## config.mk

```make
export PLATFORM = sky130hd
export DESIGN_NAME = direction_cmd_buffer
export DESIGN_NICKNAME = d
export VERILOG_FILES = /design/src/rtl/robot_pkg.sv /design/src/rtl/dir_fifo.sv /design/src/rtl/direction_cmd_buffer.sv
export SDC_FILE = /design/constraint.sdc
export NUM_CORES = 1
export LEC_CHECK = 0
export ABC_AREA = 1
export CAP_MARGIN = 10
export CELL_PAD_IN_SITES_DETAIL_PLACEMENT = 2
export CELL_PAD_IN_SITES_GLOBAL_PLACEMENT = 2
export CORE_UTILIZATION = 31
export DETAILED_ROUTE_END_ITERATION = 10
export PLACE_DENSITY = 0.77
export SLEW_MARGIN = 0
export SYNTH_ARGS = -nofsm -noshare
export SYNTH_HDL_FRONTEND = slang
export SYNTH_SLANG_ARGS = --single-unit
```

## constraint.sdc

```tcl
create_clock -name clk -period 2.1 [get_ports clk]
set_clock_uncertainty 0.15 [all_clocks]
set_input_delay 0.21 -clock clk [delete_from_list [all_inputs] [get_ports clk]]
set_output_delay 0.21 -clock clk [all_outputs]
set_load 0.01 [all_outputs]
```

## src/rtl/robot_pkg.sv

```systemverilog
// Shared types and bit positions for the robot direction path.
// Used by direction_cmd_buffer and its FIFO.
package robot_pkg;

  typedef enum logic [1:0] {
    DIR_STRAIGHT = 2'b00,
    DIR_LEFT     = 2'b01,
    DIR_RIGHT    = 2'b10,
    DIR_UTURN    = 2'b11
  } dir_code_t;

  typedef enum logic [1:0] {
    IDLE  = 2'd0,
    ISSUE = 2'd1,
    BUSY  = 2'd2
  } cmd_state_t;

  localparam int UPD_BIT = 2;
  localparam int DIR_MSB = 1;

endpackage

```

## src/rtl/dir_fifo.sv

```systemverilog
// Circular synchronous FIFO for direction codes; a push into a full FIFO is
// dropped unless a pop frees a slot in the same cycle.
module dir_fifo
  import robot_pkg::*;
#(
  parameter int DEPTH = 4,
  parameter int WIDTH = 2
) (
  input  logic                   clk,
  input  logic                   reset,
  input  logic                   push,
  input  logic [WIDTH-1:0]       push_data,
  input  logic                   pop,
  output logic [WIDTH-1:0]       head,
  output logic                   full,
  output logic                   empty,
  output logic [$clog2(DEPTH):0] count
);
  localparam int PTR_W = (DEPTH > 1) ? $clog2(DEPTH) : 1;
  localparam int CNT_W = $clog2(DEPTH) + 1;

  logic [WIDTH-1:0] mem_q [DEPTH];
  logic [PTR_W-1:0] rd_ptr_q, rd_ptr_d;
  logic [PTR_W-1:0] wr_ptr_q, wr_ptr_d;
  logic [CNT_W-1:0] count_q, count_d;
  logic             do_push, do_pop;

  always_comb begin
    full     = (count_q == CNT_W'(DEPTH));
    empty    = (count_q == '0);
    do_pop   = pop && !empty;
    do_push  = push && (!full || do_pop);
    rd_ptr_d = do_pop  ? rd_ptr_q + PTR_W'(1) : rd_ptr_q;
    wr_ptr_d = do_push ? wr_ptr_q + PTR_W'(1) : wr_ptr_q;
    count_d  = count_q;
    case ({do_push, do_pop})
      2'b10:   count_d = count_q + CNT_W'(1);
      2'b01:   count_d = count_q - CNT_W'(1);
      default: count_d = count_q;
    endcase
  end

  always_ff @(posedge clk) begin
    if (reset) begin
      rd_ptr_q <= '0;
      wr_ptr_q <= '0;
      count_q  <= '0;
    end else begin
      rd_ptr_q <= rd_ptr_d;
      wr_ptr_q <= wr_ptr_d;
      count_q  <= count_d;
    end
  end

  // Storage carries data only, so it is left out of reset.
  always_ff @(posedge clk) begin
    if (do_push) mem_q[wr_ptr_q] <= push_data;
  end

  assign head  = mem_q[rd_ptr_q];
  assign count = count_q;

endmodule

```

## src/rtl/direction_cmd_buffer.sv

```systemverilog
// Detects update-bit toggles on the decoder output, queues direction codes and
// issues them one at a time to the motion controller. Watchdog: DIR_BUFFER_TIMEOUT_EN.
module direction_cmd_buffer
  import robot_pkg::*;
#(
  parameter int DEPTH          = 4,
  parameter int TIMEOUT_CYCLES = 50_000_000
) (
  input  logic                   clk,
  input  logic                   reset,
  input  logic [2:0]             dir_in,
  output logic                   cmd_valid,
  output logic [1:0]             cmd_dir,
  input  logic                   cmd_ready,
  input  logic                   move_done,
  output logic                   busy,
  output logic [$clog2(DEPTH):0] fifo_count,
  output logic                   overflow,
  output logic                   timeout
);
  localparam int CNT_W = $clog2(DEPTH) + 1;

  logic [2:0]       dir_q, dir_d;
  logic             upd_last_q, upd_last_d;
  cmd_state_t       state_q, state_d;
  logic             cmd_valid_q, cmd_valid_d;
  logic [1:0]       cmd_dir_q, cmd_dir_d;
  logic             overflow_q, overflow_d;
  logic             new_cmd, pop, expire;
  logic             fifo_full, fifo_empty;
  logic [1:0]       fifo_head;
  logic [CNT_W-1:0] fifo_cnt;

  dir_fifo #(.DEPTH(DEPTH), .WIDTH(2)) u_fifo (
    .clk       (clk),
    .reset     (reset),
    .push      (new_cmd),
    .push_data (dir_q[DIR_MSB:0]),
    .pop       (pop),
    .head      (fifo_head),
    .full      (fifo_full),
    .empty     (fifo_empty),
    .count     (fifo_cnt)
  );

  always_comb begin
    dir_d       = dir_in;
    new_cmd     = (dir_q[UPD_BIT] != upd_last_q);
    upd_last_d  = new_cmd ? dir_q[UPD_BIT] : upd_last_q;
    pop         = (state_q == ISSUE) && cmd_valid_q && cmd_ready;
    overflow_d  = overflow_q | (new_cmd & fifo_full & ~pop);
    state_d     = state_q;
    cmd_valid_d = 1'b0;
    cmd_dir_d   = cmd_dir_q;
    case (state_q)
      IDLE: begin
        // Latch the head on entry so cmd_dir stays stable for the whole offer.
        if (!fifo_empty) begin
          state_d     = ISSUE;
          cmd_valid_d = 1'b1;
          cmd_dir_d   = fifo_head;
        end
      end
      ISSUE: begin
        cmd_valid_d = 1'b1;
        if (pop) begin
          state_d     = BUSY;
          cmd_valid_d = 1'b0;
        end
      end
      BUSY: begin
        if (move_done || expire) state_d = IDLE;
      end
      default: state_d = IDLE;
    endcase
  end

  always_ff @(posedge clk) begin
    if (reset) begin
      dir_q       <= '0;
      upd_last_q  <= 1'b0;
      state_q     <= IDLE;
      cmd_valid_q <= 1'b0;
      cmd_dir_q   <= 2'b00;
      overflow_q  <= 1'b0;
    end else begin
      dir_q       <= dir_d;
      upd_last_q  <= upd_last_d;
      state_q     <= state_d;
      cmd_valid_q <= cmd_valid_d;
      cmd_dir_q   <= cmd_dir_d;
      overflow_q  <= overflow_d;
    end
  end

`ifdef DIR_BUFFER_TIMEOUT_EN
  localparam int TMR_W = $clog2(TIMEOUT_CYCLES + 1);

  logic [TMR_W-1:0] timer_q, timer_d;
  logic             timeout_q, timeout_d;

  // timer_q counts completed BUSY cycles; expiry lands on the last allowed one.
  always_comb begin
    timer_d   = (state_q == BUSY) ? timer_q + TMR_W'(1) : '0;
    expire    = (state_q == BUSY) && (timer_q == TMR_W'(TIMEOUT_CYCLES - 1));
    timeout_d = timeout_q | (expire & ~move_done);
  end

  always_ff @(posedge clk) begin
    if (reset) begin
      timer_q   <= '0;
      timeout_q <= 1'b0;
    end else begin
      timer_q   <= timer_d;
      timeout_q <= timeout_d;
    end
  end

  assign timeout = timeout_q;
`else
  // Without the watchdog BUSY waits for move_done alone; expire is constant 0.
  assign expire  = (TIMEOUT_CYCLES < 0);
  assign timeout = 1'b0;
`endif

  assign cmd_valid  = cmd_valid_q;
  assign cmd_dir    = cmd_dir_q;
  assign busy       = (state_q == BUSY);
  assign fifo_count = fifo_cnt;
  assign overflow   = overflow_q;

endmodule

```

## Word-level counts from Yosys, hierarchy flattened

Memory sizes are Yosys's and may differ from the RTL's. A register that Yosys moved wholly into a read port is not among the register bits.
Cells that the tools add are included.

- Output and inout port bits: 9
- Bits in writable memories: 8
- Logic and storage cells: 49
- Register bits after elaboration: 15
- Memories kept: 1
- Input bits: 7

- Reductions and logical operators: 12
- Equal/unequal tests: 9
- Bitwise logic cells: 5
- Mux-type cells: 10
- Add/sub/neg operators: 4

Memory list:

| name | words | width | rd ports | clocked after memory_dff | wr ports | RTL line | text |
|---|---|---|---|---|---|---|---|
| u_fifo.mem_q | 4 | 2 | 1 | 1 | 1 | dir_fifo.sv:22 | `logic [WIDTH-1:0] mem_q [DEPTH];` |

Operators by type and width:

| operator | count |
|---|---|
| $mux W2 | 3 |
| $pmux W2 S3 | 1 |
| $pmux W3 S2 | 1 |
| $add A2 B1 Y2 const B | 2 |
| $eq A2 B1 Y1 const B | 2 |
| $eq A2 B2 Y1 const B | 2 |
| $logic_and A1 B1 Y1 | 4 |
| $mux W1 | 4 |
| $ne A2 B2 Y1 const B | 2 |
| $add A3 B1 Y3 const B | 1 |
| $eq A3 B3 Y1 const B | 1 |
| $logic_not A3 Y1 | 1 |
| $reduce_and A3 Y1 | 1 |
| $sub A3 B1 Y3 const B | 1 |
| $and A1 B1 Y1 | 2 |
| $logic_not A1 Y1 | 2 |
| $logic_not A2 Y1 | 1 |
| $ne A2 B1 Y1 const B | 1 |
| $not A1 Y1 | 2 |
| $pmux W1 S2 | 1 |
| $reduce_and A2 Y1 | 1 |
| $reduce_bool A2 Y1 | 1 |
| $logic_or A1 B1 Y1 | 1 |
| $ne A1 B1 Y1 | 1 |
| $or A1 B1 Y1 | 1 |

## Longest topological paths before layout

Gate-level depths: netlist of the first run.

- Word-level depth: 8
- Depth in mapped cells: 10
- Mapped depth without buffers: 10

## By module

From an unflattened synthesis of the first run, not the netlist that was laid out.

- Cells, all modules: 144
- Area total of the unflattened synthesis: 1,207.4 um^2

Modules (own cells, without submodules):

| module | seq. area each (um^2) | cells an instance | times used | area an instance (um^2) |
|---|---|---|---|---|
| dir_fifo | 420.4 | 94 | 1 | 815.8 |
| direction_cmd_buffer | 200.2 | 50 | 1 | 391.6 |

## Worst setup path after synthesis of the first run

No wires, ideal clock.

- Kind: register to register
- Start point: register cmd_valid_q, in the netlist cmd_valid
- End point: register u_fifo.count_q[2], in the netlist u_fifo.count[2]
- Arrival: 1.441 ns
- Stages on the path, launching flop included: 9
- Library setup time: 0.115 ns
- Path buffers: 0
- Data required time: 1.835 ns
- Clock period less this slack: 1.706 ns
- Slack: 0.394 ns
- Cells stage by stage: dfxtp_1 > nand2_1 > nor2_4 > nand3_1 > fa_1 > inv_1 > nand4_1 > a21oi_1 > nor2_1

- Word-level cells in the longest chain between the ends: 7
- Elaborated cells between the ends (all ways): 9
- Classes of those cells: eq/ne (2); mux (1); reduce/logical (6)

Ends and longest elaborated chain:

| item | RTL line | text |
|---|---|---|
| start, declared | direction_cmd_buffer.sv:26 | `logic cmd_valid_q, cmd_valid_d;` |
| start signal, assigned | direction_cmd_buffer.sv:90 | `cmd_valid_q <= cmd_valid_d;` |
| $logic_and A1 B1 Y1 (*) (2 in series) | direction_cmd_buffer.sv:50 | `pop = (state_q == ISSUE) && cmd_valid_q && cmd_ready;` |
| $logic_and A1 B1 Y1 (*) | dir_fifo.sv:31 | `do_pop = pop && !empty;` |
| $logic_or A1 B1 Y1 | dir_fifo.sv:32 | `do_push = push && (!full \|\| do_pop);` |
| $logic_and A1 B1 Y1 | dir_fifo.sv:32 |  |
| $eq A2 B1 Y1 / $eq A2 B2 Y1 (equally long branches) | dir_fifo.sv:36 | `case ({do_push, do_pop})` |
| $pmux W3 S2 / $reduce_bool A2 Y1 (equally long branches) | n/a |  |
| end signal, assigned | dir_fifo.sv:51 | `count_q <= count_d;` |
| end, declared | dir_fifo.sv:25 | `logic [CNT_W-1:0] count_q, count_d;` |

Every way passes the cells marked *; elsewhere a longest branch is shown, timed or not.
A chain may end at the register's enable or synchronous reset.

## Worst setup path in the final report of the first run

- Start point: register dir_q[2]
- End point: register u_fifo.count_q[2], in the netlist u_fifo.count[2]

- Word-level cells in the longest chain between the ends: 4
- Elaborated cells between the ends (all ways): 6
- Classes of those cells: eq/ne (3); mux (1); reduce/logical (2)

Ends and longest elaborated chain:

| item | RTL line | text |
|---|---|---|
| start, declared | direction_cmd_buffer.sv:23 | `logic [2:0] dir_q, dir_d;` |
| start signal, assigned | direction_cmd_buffer.sv:87 | `dir_q <= dir_d;` |
| $ne A1 B1 Y1 (*) | direction_cmd_buffer.sv:48 | `new_cmd = (dir_q[UPD_BIT] != upd_last_q);` |
| $logic_and A1 B1 Y1 (*) | dir_fifo.sv:32 |  |
| $eq A2 B1 Y1 / $eq A2 B2 Y1 (equally long branches) | dir_fifo.sv:36 |  |
| $pmux W3 S2 / $reduce_bool A2 Y1 (equally long branches) | n/a |  |

Marked as above.

==> flow_metrics.env, run 1 <==
export IMPL_outcome="finished clean"
export IMPL_grt_util_met2_pct=25.38
export IMPL_groute_usage_overall_pct=14.41
export IMPL_ys_warnings_count=0
export IMPL_netSwitchingFraction_pct=28.42
export IMPL_cp_max_fo=3
export IMPL_finalMaxSlewViolations=0
export IMPL_finalWorstPathRequiredPeriod_ns=1.812
export IMPL_synth_area_sq_um=1116
export IMPL_timing_final_crit_share_pct=86.29
export IMPL_clock_sinks=25
export IMPL_postCtsHoldBufs=0
export IMPL_grt_pass1_vias=922
export IMPL_pwr_density_cell_nw_per_um2=701.6
export IMPL_ios=16
export IMPL_routed_via_density=4.574
export IMPL_worst_skew_pair_late_latency_ns=0.33
export IMPL_floorplan_initialDensity_pct=32.93
export IMPL_grt_use_met1_pct=16.97
export IMPL_portion_of_total_power_attributed_to_the_clock_network_pct=24.3
export IMPL_dr_first_iter_drc_count=11
export IMPL_grt_first_pass_wirelength_mm=3.960
export IMPL_via_count=892
export IMPL_std_cell_rows=21
export IMPL_drt_first_pass_iters=2
export IMPL_antenna_cells_inserted=0
export IMPL_final_global_route_overflow_total=0
export IMPL_synth_ff_type="sky130_fd_sc_hd__dfxtp_1"
export IMPL_p_leak_uw=0.0005619
export IMPL_cts_root_buffer_cell="sky130_fd_sc_hd__clkbuf_4"
export IMPL_final_hold_viol_count=0
export IMPL_place_congestion=0.6781
export IMPL_drtAntennaViolNets=0
export IMPL_antenna_found_initial=0
export IMPL_area_growth_syn_to_layout_pct=20.07
export IMPL_utilization_pct=39.53
export IMPL_timing_critical_path_arrival_ns=1.90
export IMPL_cell_internal_pwr_uw=673.0
export IMPL_worstSetupEndpointType="flop"
export IMPL_ir_worst_vdd_uv=216.1
export IMPL_rsz0062_at_grt="false"
export IMPL_worst_endpoint_required_ns=2.19
export IMPL_setup_violations_final=0
export IMPL_postSynth_asyncResetShare_pct=0
export IMPL_worst_r2r_setup_slack_ns=0.29
export IMPL_postSynthRegisterBits=25
export IMPL_dieArea_sq_um=3844
export IMPL_number_of_port_buffers=14
export IMPL_source_of_the_worst_hold_timing_path="dir_in[0]"
export IMPL_dpl_cell_area_sq_um=1310
export IMPL_placed_instance_count=191
export IMPL_synth_sequential_area_ratio_pct=52.02
export IMPL_cts_buffers=3
export IMPL_place_hpwl_mm=1.952
export IMPL_die_width_microns=62
export IMPL_core_region_area_sq_um=3390
export IMPL_reg2reg_from="dir_q[2]"
export IMPL_cts_max_path_buffers=2
export IMPL_grt_most_used_layer="met2"
export IMPL_power_frac_comb_pct=17.1
export IMPL_hold_path_class="in -> reg"
export IMPL_routedWlPerCell_microns=12.42
export IMPL_cap_violations=0
export IMPL_detail_route_wirelength_mm=2.422
export IMPL_synth_enable_flop_cells=8
export IMPL_fin_tns_setup_ns=0
export IMPL_cts_max_level=1
export IMPL_nature_of_the_critical_path_startpoint="flop"
export IMPL_layoutNonFillerInstCount=195
export IMPL_synthDistinctLibCells=23
export IMPL_synth_net_count=144
export IMPL_final_area_sq_um=1340
export IMPL_grt_use_met3_pct=2.484
export IMPL_min_to="dir_q[0]"
export IMPL_clock_tree_from_tritoncts="done"
export IMPL_largest_net_degree_at_the_start_of_global_routing=16
export IMPL_hold_path_cell_count=3
export IMPL_cts_resized=0
export IMPL_worst_setup_path_type="reg -> reg"
export IMPL_maxClockFrequency_ghz=0.5519
export IMPL_timing_rr_end="u_fifo.count[2]"
export IMPL_postCtsSetupBuffers=0
export IMPL_chipHeight_microns=62
export IMPL_synth_cells=132
export IMPL_seq_power_share_pct=58.6
export IMPL_p_switching_uw=267.2
export IMPL_number_of_nets_in_the_final_layout=162
export IMPL_fin_hold_ws_ns=0.2328
export IMPL_clk_pin_slew_worst_paths_ns=0.15
export IMPL_post_route_drc_count=0
export IMPL_avgSynthCellArea_sq_um=8.455
export IMPL_layout_drive_gt1_share_pct=11.41
export IMPL_r2r_worst_path_cells=9
cell type report:
type | count | area, sq um
fillers | 391 | 2049
flip-flops and latches | 25 | 580.6
multi-input cells | 81 | 434.2
repair buffers | 15 | 147.6
inverters | 24 | 90.09
well taps | 46 | 57.56
clock buffers | 3 | 22.52
clock inverters | 1 | 7.507
cells in the final DEF, fill, tap and decap left out, types with 2 or more instances in the layout:
| cell type | instances |
|---|---|
| sky130_fd_sc_hd__nand3_2 | 2 |
| sky130_fd_sc_hd__a21oi_1 | 7 |
| sky130_fd_sc_hd__ha_1 | 4 |
| sky130_fd_sc_hd__o21ai_0 | 11 |
| sky130_fd_sc_hd__dfxtp_1 | 17 |
| sky130_fd_sc_hd__nand2_1 | 11 |
| sky130_fd_sc_hd__inv_1 | 21 |
| sky130_fd_sc_hd__o21ai_1 | 2 |
| sky130_fd_sc_hd__nand2_2 | 5 |
| sky130_fd_sc_hd__nand4_1 | 2 |
| sky130_fd_sc_hd__edfxtp_1 | 8 |
| sky130_fd_sc_hd__clkdlybuf4s50_1 | 14 |
| sky130_fd_sc_hd__nor2_1 | 26 |
| sky130_fd_sc_hd__nand3_1 | 4 |
| sky130_fd_sc_hd__inv_2 | 3 |
| sky130_fd_sc_hd__clkbuf_4 | 3 |
cells by family (layout without fill, tap and decap cells):
group	Yosys count	after routing	share of synthesized area (%)
and+or+nand+nor	54	54	22.65
other	1	1	0.3360
adders and majority gates	5	5	6.278
DFF	25	25	52.02
buffers and inverters	26	43	9.081
AOI/OAI and AO/OA	21	21	9.641
power by group through the flow:
stage,combinational (uW),sequential [uW],clock (uW)
global placement,156,560,0
CTS,165,551,245
detailed placement,164,562,0
floorplan,91.1,565,0
finish,161,551,228
global route,183,555,262
Yosys cell counts, types with 3 or more instances:
cell / number / share of area, %
sky130_fd_sc_hd__ha_1: 4 / 4.5
sky130_fd_sc_hd__nor2_1: 26 / 8.7
sky130_fd_sc_hd__dfxtp_1: 17 / 30
sky130_fd_sc_hd__inv_2: 3 / 1.0
sky130_fd_sc_hd__edfxtp_1: 8 / 22
sky130_fd_sc_hd__nand3_1: 4 / 1.8
sky130_fd_sc_hd__a21oi_1: 7 / 3.1
sky130_fd_sc_hd__o21ai_0: 11 / 4.9
sky130_fd_sc_hd__inv_1: 21 / 7.1
sky130_fd_sc_hd__nand2_2: 5 / 2.8
sky130_fd_sc_hd__nand2_1: 11 / 3.7
per-layer routing:
layer / vias up / share of wire, %
li1: 445 / -
met1: 427 / 45
met2: 15 / 51
met3: 5 / 2.4
met4: 0 / 1.7
met5: - / 0
state kept, by name, summed over array words and instances, names as in the netlist:
| name | flops |
|---|---|
| dir_q | 3 |
| u_fifo.wr_ptr_q | 2 |
| u_fifo.mem_q | 8 |
| overflow | 1 |
| upd_last_q | 1 |
| cmd_dir | 2 |
| u_fifo.count | 3 |
| state_q | 2 |
| cmd_valid | 1 |
| u_fifo.rd_ptr_q | 2 |
per-stage QoR:
stage / power, uW / setup WS (ns)
floorplan: 655.7 / 0.3940
global placement: 715.7 / 0.07682
detailed placement: 726.3 / -0.003916
CTS: 961.9 / 0.2524
global route: 1000 / 0.1531
finish: 940.2 / 0.2879
worst max-delay path by stage:
stage	start	end	slack [ns]	cells after the start
after floorplan	cmd_valid	u_fifo.count[2]	0.39	8
after global placement	cmd_ready	u_fifo.count[2]	0.08	9
after detailed placement	cmd_ready	u_fifo.count[2]	-0.004	9
after CTS	state_q[1]	busy	0.25	3
after global routing	dir_q[2]	u_fifo.count[2]	0.15	9
final	dir_q[2]	u_fifo.count[2]	0.29	9
worst max-delay path: stages, from the launching register on:
cell and delay [ns]:
sky130_fd_sc_hd__dfxtp_1 0.35, sky130_fd_sc_hd__inv_1 0.09, sky130_fd_sc_hd__nand2_1 0.06, sky130_fd_sc_hd__nand2_1 0.11, sky130_fd_sc_hd__nand3_1 0.15, sky130_fd_sc_hd__fa_1 0.41
sky130_fd_sc_hd__inv_1 0.08, sky130_fd_sc_hd__nand4_1 0.11, sky130_fd_sc_hd__a21oi_1 0.16, sky130_fd_sc_hd__nor2_1 0.06
No activity file was read; power rests on OpenSTA's default activity.
==> inputs of run 2 (changes only) <==
--- a/config.mk
+++ b/config.mk
@@ -10,9 +10,9 @@
 export CELL_PAD_IN_SITES_DETAIL_PLACEMENT = 2
 export CELL_PAD_IN_SITES_GLOBAL_PLACEMENT = 2
 export CORE_UTILIZATION = 31
+export CTS_BUF_LIST = sky130_fd_sc_hd__clkbuf_16
 export DETAILED_ROUTE_END_ITERATION = 10
 export PLACE_DENSITY = 0.77
-export SLEW_MARGIN = 0
 export SYNTH_ARGS = -nofsm -noshare
 export SYNTH_HDL_FRONTEND = slang
 export SYNTH_SLANG_ARGS = --single-unit
==> run 2 against run 1 <==
Compared with the run above: total power up 23%; die area unchanged; count of clock-buffer cells in the layout unchanged; maximum frequency down 0.11%; register-to-register slack about the same; combinational power about the same; design area up 3.9%; global-route usage up 0.43 points; hold slack better by 0.080 ns; flip-flop and latch count unchanged; highest routed layer unchanged.
==> flow_metrics.env, run 2 (synthesis results as in run 1) <==
export IMPL_p_switching_uw=294.2
export IMPL_cts_max_level=1
export IMPL_cap_violations=0
export IMPL_top_register="u_fifo.mem_q"
export IMPL_place_hpwl_mm=1.952
export IMPL_core_region_area_sq_um=3390
export IMPL_cp_max_fo=2
export IMPL_clock_sinks=25
export IMPL_setup_violations_final=0
export IMPL_multiInputGateArea_sq_um=434.2
export IMPL_postCtsSetupBuffers=0
export IMPL_ios=16
export IMPL_ir_worst_vdd_uv=295.1
export IMPL_cts_resized=0
export IMPL_area_growth_syn_to_layout_pct=24.78
export IMPL_setup_slack_ns=0.2860
export IMPL_dr_first_iter_drc_count=12
export IMPL_nature_of_the_critical_path_startpoint="input pin"
export IMPL_cts_buffers=3
export IMPL_fillers=376
export IMPL_worst_setup_path_type="in -> reg"
export IMPL_finalWorstPathRequiredPeriod_ns=1.814
export IMPL_finalMaxSlewViolations=0
export IMPL_power_frac_comb_pct=14.1
export IMPL_final_global_route_overflow_total=0
export IMPL_routed_via_density=4.564
export IMPL_grt_pass1_vias=937
export IMPL_via_count=890
export IMPL_antenna_found_initial=0
export IMPL_drt_first_pass_iters=2
export IMPL_antenna_cells_inserted=0
export IMPL_p_leak_uw=0.0005850
export IMPL_die_width_microns=62
export IMPL_chipHeight_microns=62
export IMPL_largest_register_ff_count=8
export IMPL_clock_tree_from_tritoncts="done"
export IMPL_routedWlPerCell_microns=12.74
export IMPL_floorplan_initialDensity_pct=32.93
export IMPL_pwr_density_cell_nw_per_um2=828.4
export IMPL_timing_critical_path_arrival_ns=1.82
export IMPL_portion_of_total_power_attributed_to_the_clock_network_pct=38.2
export IMPL_final_hold_viol_count=0
export IMPL_timing_final_crit_share_pct=86.38
export IMPL_hold_path_class="in -> reg"
export IMPL_fin_tns_setup_ns=0
export IMPL_cell_internal_pwr_uw=859.4
export IMPL_dpl_cell_area_sq_um=1310
export IMPL_final_area_sq_um=1393
export IMPL_layout_drive_gt1_share_pct=11.41
export IMPL_netSwitchingFraction_pct=25.50
export IMPL_layoutNonFillerInstCount=195
export IMPL_rsz0062_at_grt="false"
export IMPL_utilization_pct=41.09
export IMPL_groute_usage_overall_pct=14.84
export IMPL_clk_pin_slew_worst_paths_ns=0.07
export IMPL_detail_route_wirelength_mm=2.485
export IMPL_worstSetupEndpointType="flop"
export IMPL_grt_first_pass_wirelength_mm=4.050
export IMPL_post_route_drc_count=0
export IMPL_place_congestion=0.6781
export IMPL_std_cell_rows=21
export IMPL_worst_endpoint_required_ns=2.11
export IMPL_outcome="finished clean"
export IMPL_drtAntennaViolNets=0
export IMPL_regArea_sq_um=580.6
export IMPL_largest_net_degree_at_the_start_of_global_routing=16
export IMPL_final_cell_mix="sky130_fd_sc_hd__nor2_1 (26), sky130_fd_sc_hd__inv_1 (21), sky130_fd_sc_hd__dfxtp_1 (17)"
export IMPL_number_of_port_buffers=14
export IMPL_cts_root_buffer_cell="sky130_fd_sc_hd__clkbuf_16"
export IMPL_postCtsHoldBufs=0
export IMPL_worst_setup_slack_before_clock_tree_synthesis_ns=-0.003916
export IMPL_worst_skew_pair_late_latency_ns=0.26
export IMPL_dieArea_sq_um=3844
export IMPL_seq_power_share_pct=47.7
export IMPL_final_common_cell="sky130_fd_sc_hd__nor2_1"
export IMPL_number_of_nets_in_the_final_layout=162
export IMPL_cts_max_path_buffers=2
export IMPL_placed_instance_count=191
export IMPL_maxClockFrequency_ghz=0.5513
## run 2: cell types whose count changed in the layout (fill, tap and decap cells not counted)
cell	delta
sky130_fd_sc_hd__clkbuf_16	+3
sky130_fd_sc_hd__clkbuf_4	-3
## run 2: final timing paths
| kind | endpoint | slack [ns] | cells after the start | start |
|---|---|---|---|---|
| max reg2reg | u_fifo.count[2] | 0.29 | 9 | dir_q[2] |
| min | dir_q[2] | 0.31 | 3 | dir_in[2] |
| min reg2reg | overflow | 0.32 | 1 | overflow |
| max | u_fifo.count[2] | 0.29 | 9 | cmd_ready |
## run 2: power groups by stage
stage | combinational [uW] | sequential [uW] | clock, uW
5_1_grt | 184 | 554 | 466
4_1_cts | 166 | 551 | 451
3_5_place_dp | 164 | 562 | 0
3_3_place_gp | 156 | 560 | 0
6_report | 163 | 551 | 440
2_1_floorplan | 91.1 | 565 | 0
## run 2: worst max-delay path: stages
cell	delay [ns]
sky130_fd_sc_hd__clkdlybuf4s50_1	0.45
sky130_fd_sc_hd__nand2_1	0.09
sky130_fd_sc_hd__nor2_4	0.12
sky130_fd_sc_hd__nand3_1	0.13
sky130_fd_sc_hd__fa_1	0.41
sky130_fd_sc_hd__inv_1	0.07
sky130_fd_sc_hd__nand4_1	0.11
sky130_fd_sc_hd__a21oi_1	0.16
sky130_fd_sc_hd__nor2_1	0.06
## run 2: final cells by class
class                   count  share of cell area, %
inverters                  24                  6.469
multi-input cells          81                  31.18
flip-flops and latches     25                  41.69
well taps                  46                  4.133
clock inverters             1                 0.5391
clock buffers               3                  5.391
repair buffers             15                  10.60
## run 2: through the flow
step,hold WS [ns],total power [uW]
6_report,0.3130,1154
5_1_grt,0.3375,1205
2_1_floorplan,0.1670,655.7
3_3_place_gp,0.3026,715.7
3_5_place_dp,0.3100,726.3
4_1_cts,0.3155,1169
## run 2: per-layer routing
layer / track usage [%] / part of all wire, % / vias to the layer above
li1: - / - / 445
met1: 17.35 / 45 / 425
met2: 25.99 / 51 / 15
met3: 2.484 / 2.7 / 5
met4: 7.619 / 1.9 / 0
met5: 0 / 0 / -
